`config.mk`:
```
export PLATFORM = sky130hd
export DESIGN_NAME = timer_arbiter
export DESIGN_NICKNAME = d
export VERILOG_FILES = /design/src/rtl/timer_arbiter_pkg.sv /design/src/rtl/cycle_timer.sv /design/src/rtl/timer_arbiter.sv
export SDC_FILE = /design/constraint.sdc
export NUM_CORES = 1
export LEC_CHECK = 0
export CAP_MARGIN = 40
export CORE_MARGIN = 5
export CORE_UTILIZATION = 40
export CTS_BUF_LIST = sky130_fd_sc_hd__clkbuf_2 sky130_fd_sc_hd__clkbuf_4 sky130_fd_sc_hd__clkbuf_8
export DETAILED_ROUTE_END_ITERATION = 12
export MAX_ROUTING_LAYER = met4
export PLACE_DENSITY = 0.82
export SYNTH_ARGS = -nofsm -noshare
export SYNTH_HDL_FRONTEND = slang
export SYNTH_SLANG_ARGS = --single-unit
```
`constraint.sdc`:
```
create_clock -name clock -period 3 [get_ports clock]
set_input_delay 0.6 -clock clock [delete_from_list [all_inputs] [get_ports clock]]
set_output_delay 0.6 -clock clock [all_outputs]
set_load 0.05 [all_outputs]
```
`src/rtl/timer_arbiter_pkg.sv`:
```
// Shared types for the timer arbiter slice.
// FSM encoding and owner-index sizing.
package timer_arbiter_pkg;

  localparam int unsigned NUM_REQ_DEFAULT = 4;
  localparam int unsigned OWNER_W = $clog2(NUM_REQ_DEFAULT);

  typedef enum logic [1:0] {
    IDLE = 2'd0,
    LOAD = 2'd1,
    RUN  = 2'd2,
    DONE = 2'd3
  } state_e;

  function automatic int unsigned owner_width(
    input int unsigned n
  );
    return (n < 2) ? 1 : $clog2(n);
  endfunction

endpackage

```
`src/rtl/cycle_timer.sv`:
```
// Loadable down-counter; expired while the count sits at zero.
// Holds at zero rather than wrapping.
module cycle_timer #(
  parameter int unsigned BIT_WIDTH = 16
) (
  input  logic                 clock,
  input  logic                 reset_n,
  input  logic                 enable,
  input  logic                 load_count,
  input  logic [BIT_WIDTH-1:0] count,
  output logic                 expired
);

  logic [BIT_WIDTH-1:0] cnt_q, cnt_d;

  always_comb begin
    cnt_d = cnt_q;
    if (enable) begin
      if (load_count) begin
        cnt_d = count;
      end else if (cnt_q != '0) begin
        cnt_d = cnt_q - 1'b1;
      end
    end
  end

  always_ff @(posedge clock or negedge reset_n) begin
    if (!reset_n) begin
      cnt_q <= '0;
    end else begin
      cnt_q <= cnt_d;
    end
  end

  assign expired = (cnt_q == '0);

endmodule

```
`src/rtl/timer_arbiter.sv`:
```
// Round-robin sharing of one cycle_timer among several clients.
// grant/done decode from registered state only.
module timer_arbiter
  import timer_arbiter_pkg::*;
#(
  parameter int unsigned NUM_REQUESTERS = 4,
  parameter int unsigned BIT_WIDTH      = 16
) (
  input  logic                                clock,
  input  logic                                reset_n,
  input  logic                                tick,
  input  logic [NUM_REQUESTERS-1:0]           request,
  input  logic [NUM_REQUESTERS*BIT_WIDTH-1:0] request_count,
  output logic [NUM_REQUESTERS-1:0]           grant,
  output logic [NUM_REQUESTERS-1:0]           done,
  output logic                                busy
);

  localparam int unsigned IDX_W = owner_width(NUM_REQUESTERS);
  localparam logic [IDX_W-1:0] PTR_RST = IDX_W'(NUM_REQUESTERS - 1);

  state_e               state_q, state_d;
  logic [IDX_W-1:0]     owner_q, owner_d;
  logic [IDX_W-1:0]     ptr_q, ptr_d;
  logic [BIT_WIDTH-1:0] count_q, count_d;
  logic [IDX_W-1:0]     pick;
  logic                 tmr_en;
  logic                 tmr_load;
  logic                 tmr_expired;
  logic [NUM_REQUESTERS-1:0] owner_oh;

  // First set bit after ptr, wrapping; descending loop keeps the nearest.
  function automatic logic [IDX_W-1:0] rr_pick(
    input logic [NUM_REQUESTERS-1:0] req,
    input logic [IDX_W-1:0]          ptr
  );
    logic [IDX_W-1:0] sel;
    logic [IDX_W-1:0] k;
    int               idx;
    sel = '0;
    for (int i = NUM_REQUESTERS; i >= 1; i--) begin
      idx = (int'(ptr) + i) % NUM_REQUESTERS;
      k   = IDX_W'(idx);
      if (req[k]) sel = k;
    end
    return sel;
  endfunction

  assign pick = rr_pick(request, ptr_q);

  always_comb begin
    state_d  = state_q;
    owner_d  = owner_q;
    ptr_d    = ptr_q;
    count_d  = count_q;
    tmr_en   = 1'b0;
    tmr_load = 1'b0;
    unique case (state_q)
      IDLE: begin
        if (|request) begin
          owner_d = pick;
          count_d = request_count[pick*BIT_WIDTH +: BIT_WIDTH];
          state_d = LOAD;
        end
      end
      LOAD: begin
        tmr_en   = 1'b1;
        tmr_load = 1'b1;
        state_d  = RUN;
      end
      RUN: begin
        tmr_en = tick;
        if (!request[owner_q]) begin
          state_d = IDLE;
        end else if (tmr_expired) begin
          state_d = DONE;
        end
      end
      DONE: begin
        ptr_d   = owner_q;
        state_d = IDLE;
      end
      default: state_d = IDLE;
    endcase
  end

  always_ff @(posedge clock or negedge reset_n) begin
    if (!reset_n) begin
      state_q <= IDLE;
      owner_q <= '0;
      ptr_q   <= PTR_RST;
      count_q <= '0;
    end else begin
      state_q <= state_d;
      owner_q <= owner_d;
      ptr_q   <= ptr_d;
      count_q <= count_d;
    end
  end

  cycle_timer #(
    .BIT_WIDTH (BIT_WIDTH)
  ) u_timer (
    .clock      (clock),
    .reset_n    (reset_n),
    .enable     (tmr_en),
    .load_count (tmr_load),
    .count      (count_q),
    .expired    (tmr_expired)
  );

  always_comb begin
    owner_oh          = '0;
    owner_oh[owner_q] = 1'b1;
  end

  assign busy  = (state_q != IDLE);
  assign grant = busy ? owner_oh : '0;
  assign done  = (state_q == DONE) ? owner_oh : '0;

endmodule

```
==> summary.md <==
| Metric | Value |
|---|---|
| Status | `finished, final reports clean` |
| Power Dens Cells | `920 nW/µm²` |
| R2r endpoint | `u_timer.cnt_q[1]$_DFFE_PN0P_` |
| Required time of the critical path | `2.40 ns` |
| GRT overflow | `0` |
| Chip Height | `89.6 µm` |
| Post-synth cell types | `50` |
| Crit. Startpoint | `state_q[0]$_DFFE_PN0P_` |
| Final WS setup | `0.256 ns` |
| Clk buf depth | `2` |
| Post-DP HPWL | `5370 µm` |
| Synth Net Count | `347` |
| H-tree Lvls | `2` |
| Leak | `1.50 nW` |
| YS warnings | `0` |
| Area of the mapped netlist | `2530 µm²` |
| Path type of the worst setup path | `reg -> out` |
| Utilization after layout | `56.8%` |
| Slowest-stage cell, CP | `clkdlybuf4s50_1` |
| Synth-to-layout area growth | `39.7%` |
| Die area | `8030 µm²` |
| Hold crit path type | `reg -> reg` |
| Number of synthesized flops with an enable pin | `0` |
| RSZ-0062 raised after global routing | `false` |
| Arr. time, crit path | `2.14 ns` |
| Root buf cell | `clkbuf_8` |
| VDD IR max | `406 µV` |
| Max transition margin | `58.1%` |
| First-pass GRT wire length | `11,700 µm` |
| Final TNS setup | `0 ns` |
| Largest net degree at the start of global routing | `39` |
| Slowest stage delay, CP | `0.85 ns` |
| Die X | `89.6 µm` |
| Layout Skew | `0.0128 ns` |
| FF-to-FF path depth | `5` |
| Ys async rst share | `100%` |
| # fillers | `565` |
| Crit path buf inv count | `2` |
| Placed inst area | `3450 µm²` |
| Number of remaining DRC errors | `0` |
| Worst slew pin tran | `0.628 ns` |
| Vias per cell | `6.04` |
| Reg area | `953 µm²` |
| Critical path launch point type | `flip-flop` |
| N_diodes | `0` |
| Crit path depth | `4` |
| # IOs | `80` |
| Final antenna-violating net count | `0` |
| Reg clk slew, reported paths | `0.07 ns` |
| Cell count after synthesis | `271` |
| Share of cells above drive strength 1 | `8.57%` |
| CP cell instances | `inv_1 > ha_1 > nor3b_1 > clkdlybuf4s50_1` |
| R2r setup slk | `0.57 ns` |
| Final hold vios | `0` |
| Gr usage total | `18.9%` |
| Design Power | `0.00326 W` |
| Antenna violations before repair | `0` |
| Via count of the first global-routing pass | `2,594` |
| Origin of the critical flop-to-flop path | `u_timer.cnt_q[4]$_DFFE_PN0P_` |
| Final Setup Violations | `0` |
| F_max | `364 MHz` |
| Syn Area/Cell | `9.35 µm²` |
| Max-slew violations | `0` |
| Postcts setup bufs | `0` |
| WL final | `7050 µm` |
| Num CTS Buffers | `5` |
| Core Region | `6240 µm²` |
| CTS Hold Bufs | `0` |
| Clock sink count | `38` |
| Post-CTS resize count | `0` |
| Dpl ws | `0.362 ns` |
| Iter 0 DRT Violations | `220` |
| TritonRoute pass-1 iters | `5` |
| Finished Cell Area | `3540 µm²` |
| Multi-input gate area | `1500 µm²` |
| GP Congestion | `0.886` |
| Clock Latency Late Sink | `0.29 ns` |
| PortBufs | `79` |
| Critical Path Fanout Max | `6` |
| Crit path capture type | `primary output` |
| Num rows | `29` |
| Routed len/inst | `16.5 µm` |
| Final period util | `91.5%` |
| Initial Util | `40.6%` |
| Cell family with the largest share of critical-path delay | `buffers and inverters` |
| Nets | `425` |
| Sequential fraction of the synthesis area | `37.6%` |
| DR vias | `2,577` |
| Worst setup path end | `grant[2]` |
| Final Critical Period | `2.74 ns` |
| Predominant post-synthesis flop cell | `dfrtp_1` |
| Flops & latches, synth | `38` |
| Max Cap Viol | `0` |
| CTS tree | `done` |
[synthesized netlist by cell type, drive strengths merged (3+ instances only)]
master | number | area, µm²
nor3b | 4 | 30.0
mux2 | 4 | 45.0
nand2 | 30 | 113
a21oi | 13 | 65.1
nor4 | 3 | 18.8
o21ai | 8 | 43.8
dfrtp | 36 | 901
a2bb2oi | 3 | 26.3
a22oi | 3 | 22.5
clkbuf | 10 | 37.5
ha | 5 | 62.6
mux2i | 34 | 340
a211oi | 3 | 22.5
nand2b | 6 | 37.5
nor2b | 4 | 25.0
a31oi | 6 | 37.5
or2 | 3 | 18.8
nor3 | 10 | 50.1
nand4 | 5 | 31.3
o221ai | 17 | 149
or4 | 4 | 30.0
nor2 | 18 | 70.1
buf | 6 | 27.5
inv | 8 | 30.0
[worst min-delay path: stages (launching register included)]
cell	delay [ns]
dfrtp_1	0.35
nand2_1	0.05
o221ai_1	0.06
[routing by layer]
metal | vias to the layer above | part of all wire [%] | GRT usage [%]
li1 | 1195 | - | -
met1 | 1241 | 43 | 25.2
met3 | 20 | 6.2 | 2.65
met5 | - | 0 | -
met2 | 121 | 49 | 29.6
met4 | 0 | 1.9 | 6.22
[worst min path at each step]
stage               cells after the start                      end               startpoint  slack, ns
floorplan                               0   count_q[0]$_DFFE_PN0P_                  reset_n       0.30
global placement                        2   count_q[7]$_DFFE_PN0P_   count_q[7]$_DFFE_PN0P_       0.49
detailed placement                      2  count_q[12]$_DFFE_PN0P_  count_q[12]$_DFFE_PN0P_       0.49
CTS                                     2  count_q[12]$_DFFE_PN0P_  count_q[12]$_DFFE_PN0P_       0.51
global route                            2  count_q[12]$_DFFE_PN0P_  count_q[12]$_DFFE_PN0P_       0.53
finish                                  2  count_q[12]$_DFFE_PN0P_  count_q[12]$_DFFE_PN0P_       0.50
[cell usage in the layout, fill, tap and decap left out, types with 2 or more instances in the layout]
master,instances
nor4_1,3
ha_1,5
nand2b_1,6
or2_2,3
dfrtp_1,36
nor3_1,10
o211ai_1,2
or3_1,2
o21ai_0,6
nor3b_1,4
nand2_1,30
a311o_1,2
a21oi_1,13
buf_4,7
nor2b_1,4
a22oi_1,3
clkdlybuf4s50_1,79
a2bb2oi_1,3
o221ai_1,16
dfstp_2,2
and3b_1,2
mux2i_1,34
a221o_1,2
clkbuf_8,6
mux2_2,3
or4_1,4
a31oi_1,6
a211oi_1,3
and3_1,2
nor2_1,17
nand4_1,5
inv_1,8
[through the flow]
| step | cells | hold slack (ns) |
|---|---|---|
| after detailed placement | 419 | 0.486 |
| final | 427 | 0.502 |
| after global placement | 419 | 0.488 |
| after CTS | 427 | 0.507 |
| after global routing | 427 | 0.529 |
| after floorplan | 271 | 0.304 |
[flip-flops by register name, summed over array words and instances (netlist names)]
name,cells
ptr_q,2
u_timer.cnt_q,16
state_q,2
count_q,16
owner_q,2
[final cells by class]
type | instances | share of cell area, %
repair buffers | 87 | 24.4
clock inverters | 1 | 0.141
inverters | 8 | 0.848
flip-flops and latches | 38 | 26.9
clock buffers | 7 | 2.54
well taps | 77 | 2.72
multi-input cells | 209 | 42.5
[report_power, final]
group | total [W] | leakage, nW | switching (W) | internal [W]
clock network | 0.000376 | 0.0517 | 0.000181 | 0.000195
registers | 0.00103 | 0.456 | 0.000261 | 0.000766
logic | 0.00186 | 0.994 | 0.00103 | 0.000829
total | 0.00326 | 1.50 | 0.00147 | 0.00179
[kinds of logic (layout without fill, tap and decap cells)]
family | count (synthesis) | count (layout) | share of synthesized area, %
buffers and inverters | 24 | 103 | 3.75
DFF | 38 | 38 | 37.6
muxes | 39 | 39 | 16.1
AOI/OAI and AO/OA | 69 | 69 | 20.1
adders and majority gates | 5 | 5 | 2.47
and+or+nand+nor | 96 | 96 | 19.9
(Power assumes the default switching activity.)
==> variant: new RTL, same settings <==
`BIT_WIDTH` is set to 16 in 2 places; all go to 20.
--- a/src/rtl/cycle_timer.sv
+++ b/src/rtl/cycle_timer.sv
@@ -1,7 +1,7 @@
 // Loadable down-counter; expired while the count sits at zero.
 // Holds at zero rather than wrapping.
 module cycle_timer #(
-  parameter int unsigned BIT_WIDTH = 16
+  parameter int unsigned BIT_WIDTH = 20
 ) (
   input  logic                 clock,
   input  logic                 reset_n,
--- a/src/rtl/timer_arbiter.sv
+++ b/src/rtl/timer_arbiter.sv
@@ -4,7 +4,7 @@
   import timer_arbiter_pkg::*;
 #(
   parameter int unsigned NUM_REQUESTERS = 4,
-  parameter int unsigned BIT_WIDTH      = 16
+  parameter int unsigned BIT_WIDTH      = 20
 ) (
   input  logic                                clock,
   input  logic                                reset_n,
Ports: changed (resized request_count); port bits go from 80 to 96. No check against the original RTL was run, so the function may have changed too.
==> variant against the original RTL <==
Clock skew shrank 0.0048 ns. Critical path type unchanged. Critical endpoint unchanged. Global-route usage down 0.28 points. Sequential cell count grew 8. First-iteration DRC count is 28% higher. Area after synthesis is 23% higher. Non-clock buffer count rose by 16. Power rose by 20%. Setup slack got worse by 0.048 ns. Cell count increased by 21%. Combinational power is 18% higher. Routed wire length is 26% higher. Final area is 21% higher.
==> variant: results (changes against the original RTL) <==
[synthesis]
yosys-top-cells-area = dfrtp_1 (35%), mux2i_1 (13%), o221ai_1 (5.6%)  ; was dfrtp_1 (36%), mux2i_1 (13%), o221ai_1 (5.9%)
syn_nets = 418  ; was 347
synth-edff-count = 0  ; unchanged
netlist_top_cells_count = dfrtp_1 (44), mux2i_1 (41), nand2_1 (31)  ; was dfrtp_1 (36), mux2i_1 (34), nand2_1 (30)
syn_inst = 325  ; was 271
async_flop_share_pct = 100  ; unchanged
synth-seq-cells = 46  ; was 38
synth_cell_type_count = 61  ; was 50
synth_seq_area_share_pct = 37.0  ; was 37.6%

[detailed_routing]
routed-wl-met2_mm = 4.29  ; was 3.43 mm
route.met3.wl_um = 672  ; was 437 um
drt_pass1_iterations = 6  ; was 5
vias = 3053  ; was 2577
drt_iter0_drc = 281  ; was 220
wl_met1_mm = 3.77  ; was 3.05 mm
wl_per_cell_um = 17.1  ; was 16.5 um
vias_per_cell = 5.92  ; was 6.04

[clock_tree]
post_cts_buffers = 0  ; unchanged
root_buffer = clkbuf_8  ; unchanged
clk_pin_slew_worst_paths_ns = 0.08
cts_buffer_depth = 2  ; unchanged

[setup_path]
r2r_cells = 7  ; was 5
arrival_ns = 2.19  ; was 2.14 ns
worst-path-max-fanout = 8  ; was 6

[global_routing]
track_usage_pct = 18.6  ; was 18.9%
grt_pass1_wl_mm = 14.6  ; was 11.7 mm
grt_antenna_before_repair = 0  ; unchanged
grt_start_max_net_pins = 42  ; was 39
grt_pass1_vias = 3066  ; was 2594

[cells_and_area]
layout-drive-gt1-share_pct = 9.18  ; was 8.57%
nets = 506  ; was 425
top_regs = count_q (20), u_timer.cnt_q (20)  ; was count_q (16), u_timer.cnt_q (16)
antenna_cells = 0  ; unchanged

[power_and_ir_drop]
power.leakage_nw = 1.77  ; was 1.50 nW
irDropWorstVdd_mv = 0.348  ; was 0.406 mV
power_switching_share_pct = 45.6  ; was 45.1%

[sta]
fin_worst_skew_ns = 0.00799  ; was 0.0128 ns
slew_headroom_pct = 39.6  ; was 58.1%

[place]
port_buffers = 95  ; was 79
hpwl_mm = 6.87  ; was 5.37 mm
dp_slack_ns = 0.444  ; was 0.362 ns
place_inst = 508  ; was 419
gp_routability_congestion = 0.914  ; was 0.886

[worst_hold_path]
hold_path_class = input pin to async pin  ; was flip-flop to flip-flop

[status]
status = finished clean  ; unchanged

-- variant: power by group through the flow --
stage	clock network, mW	logic [mW]	registers [mW]
3_5_place_dp	0	2.16	1.26
3_3_place_gp	0	2.09	1.24
4_1_cts	0.477	2.18	1.25
6_report	0.474	2.19	1.26
2_1_floorplan	0	1.64	1.13
5_1_grt	0.497	2.39	1.30
-- variant: area by class of cell --
cell class / count / area [sq um]
clock buffers: 7 / 83.8
clock inverters: 1 / 30.0
fillers: 635 / 3360
inverters: 7 / 26.3
multi-input cells: 250 / 1840
flip-flops and latches: 46 / 1150
well taps: 102 / 128
repair buffers: 103 / 1030
-- variant: cells by family (layout without fill, tap and decap cells) --
kind of cell / count (synthesis) / in the layout / share of synthesized area (%)
AO/OA/AOI/OAI: 95 / 95 / 22.8
adder cells (fa/ha/maj): 6 / 6 / 2.40
multiplexers: 44 / 44 / 14.6
AND/OR/NAND/NOR: 105 / 105 / 18.8
buffers and inverters: 29 / 118 / 4.49
flip-flops: 46 / 46 / 37.0
-- variant: critical path: stages, from the launching register on --
cell	delay, ns
dfrtp_1	0.40
inv_1	0.09
ha_1	0.31
nor3b_1	0.25
clkdlybuf4s50_1	0.84
-- variant: metrics by stage --
step | cell area (sq um) | hold slack [ns]
after floorplan | 3120 | 0.304
after global placement | 4160 | 0.473
after detailed placement | 4180 | 0.480
after CTS | 4290 | 0.199
after global routing | 4290 | 0.221
final | 4290 | 0.187
-- variant: worst paths after layout --
check / startpoint / to / slack [ns]
max in group asynchronous: reset_n / ptr_q[0] / 2.27
min in group clock: count_q[7] / count_q[7] / 0.49
setup / recovery: state_q[0] / grant[2] / 0.21
setup reg to reg: state_q[1] / u_timer.cnt_q[6] / 0.82
hold / removal: reset_n / u_timer.cnt_q[4] / 0.19
hold reg to reg: count_q[7] / count_q[7] / 0.49
-- variant: metal layers --
| layer | track usage [%] | vias up |
|---|---|---|
| met3 | 3.00 | 17 |
| li1 | - | 1428 |
| met1 | 24.3 | 1441 |
| met4 | 4.73 | 0 |
| met5 | - | - |
| met2 | 30.2 | 167 |
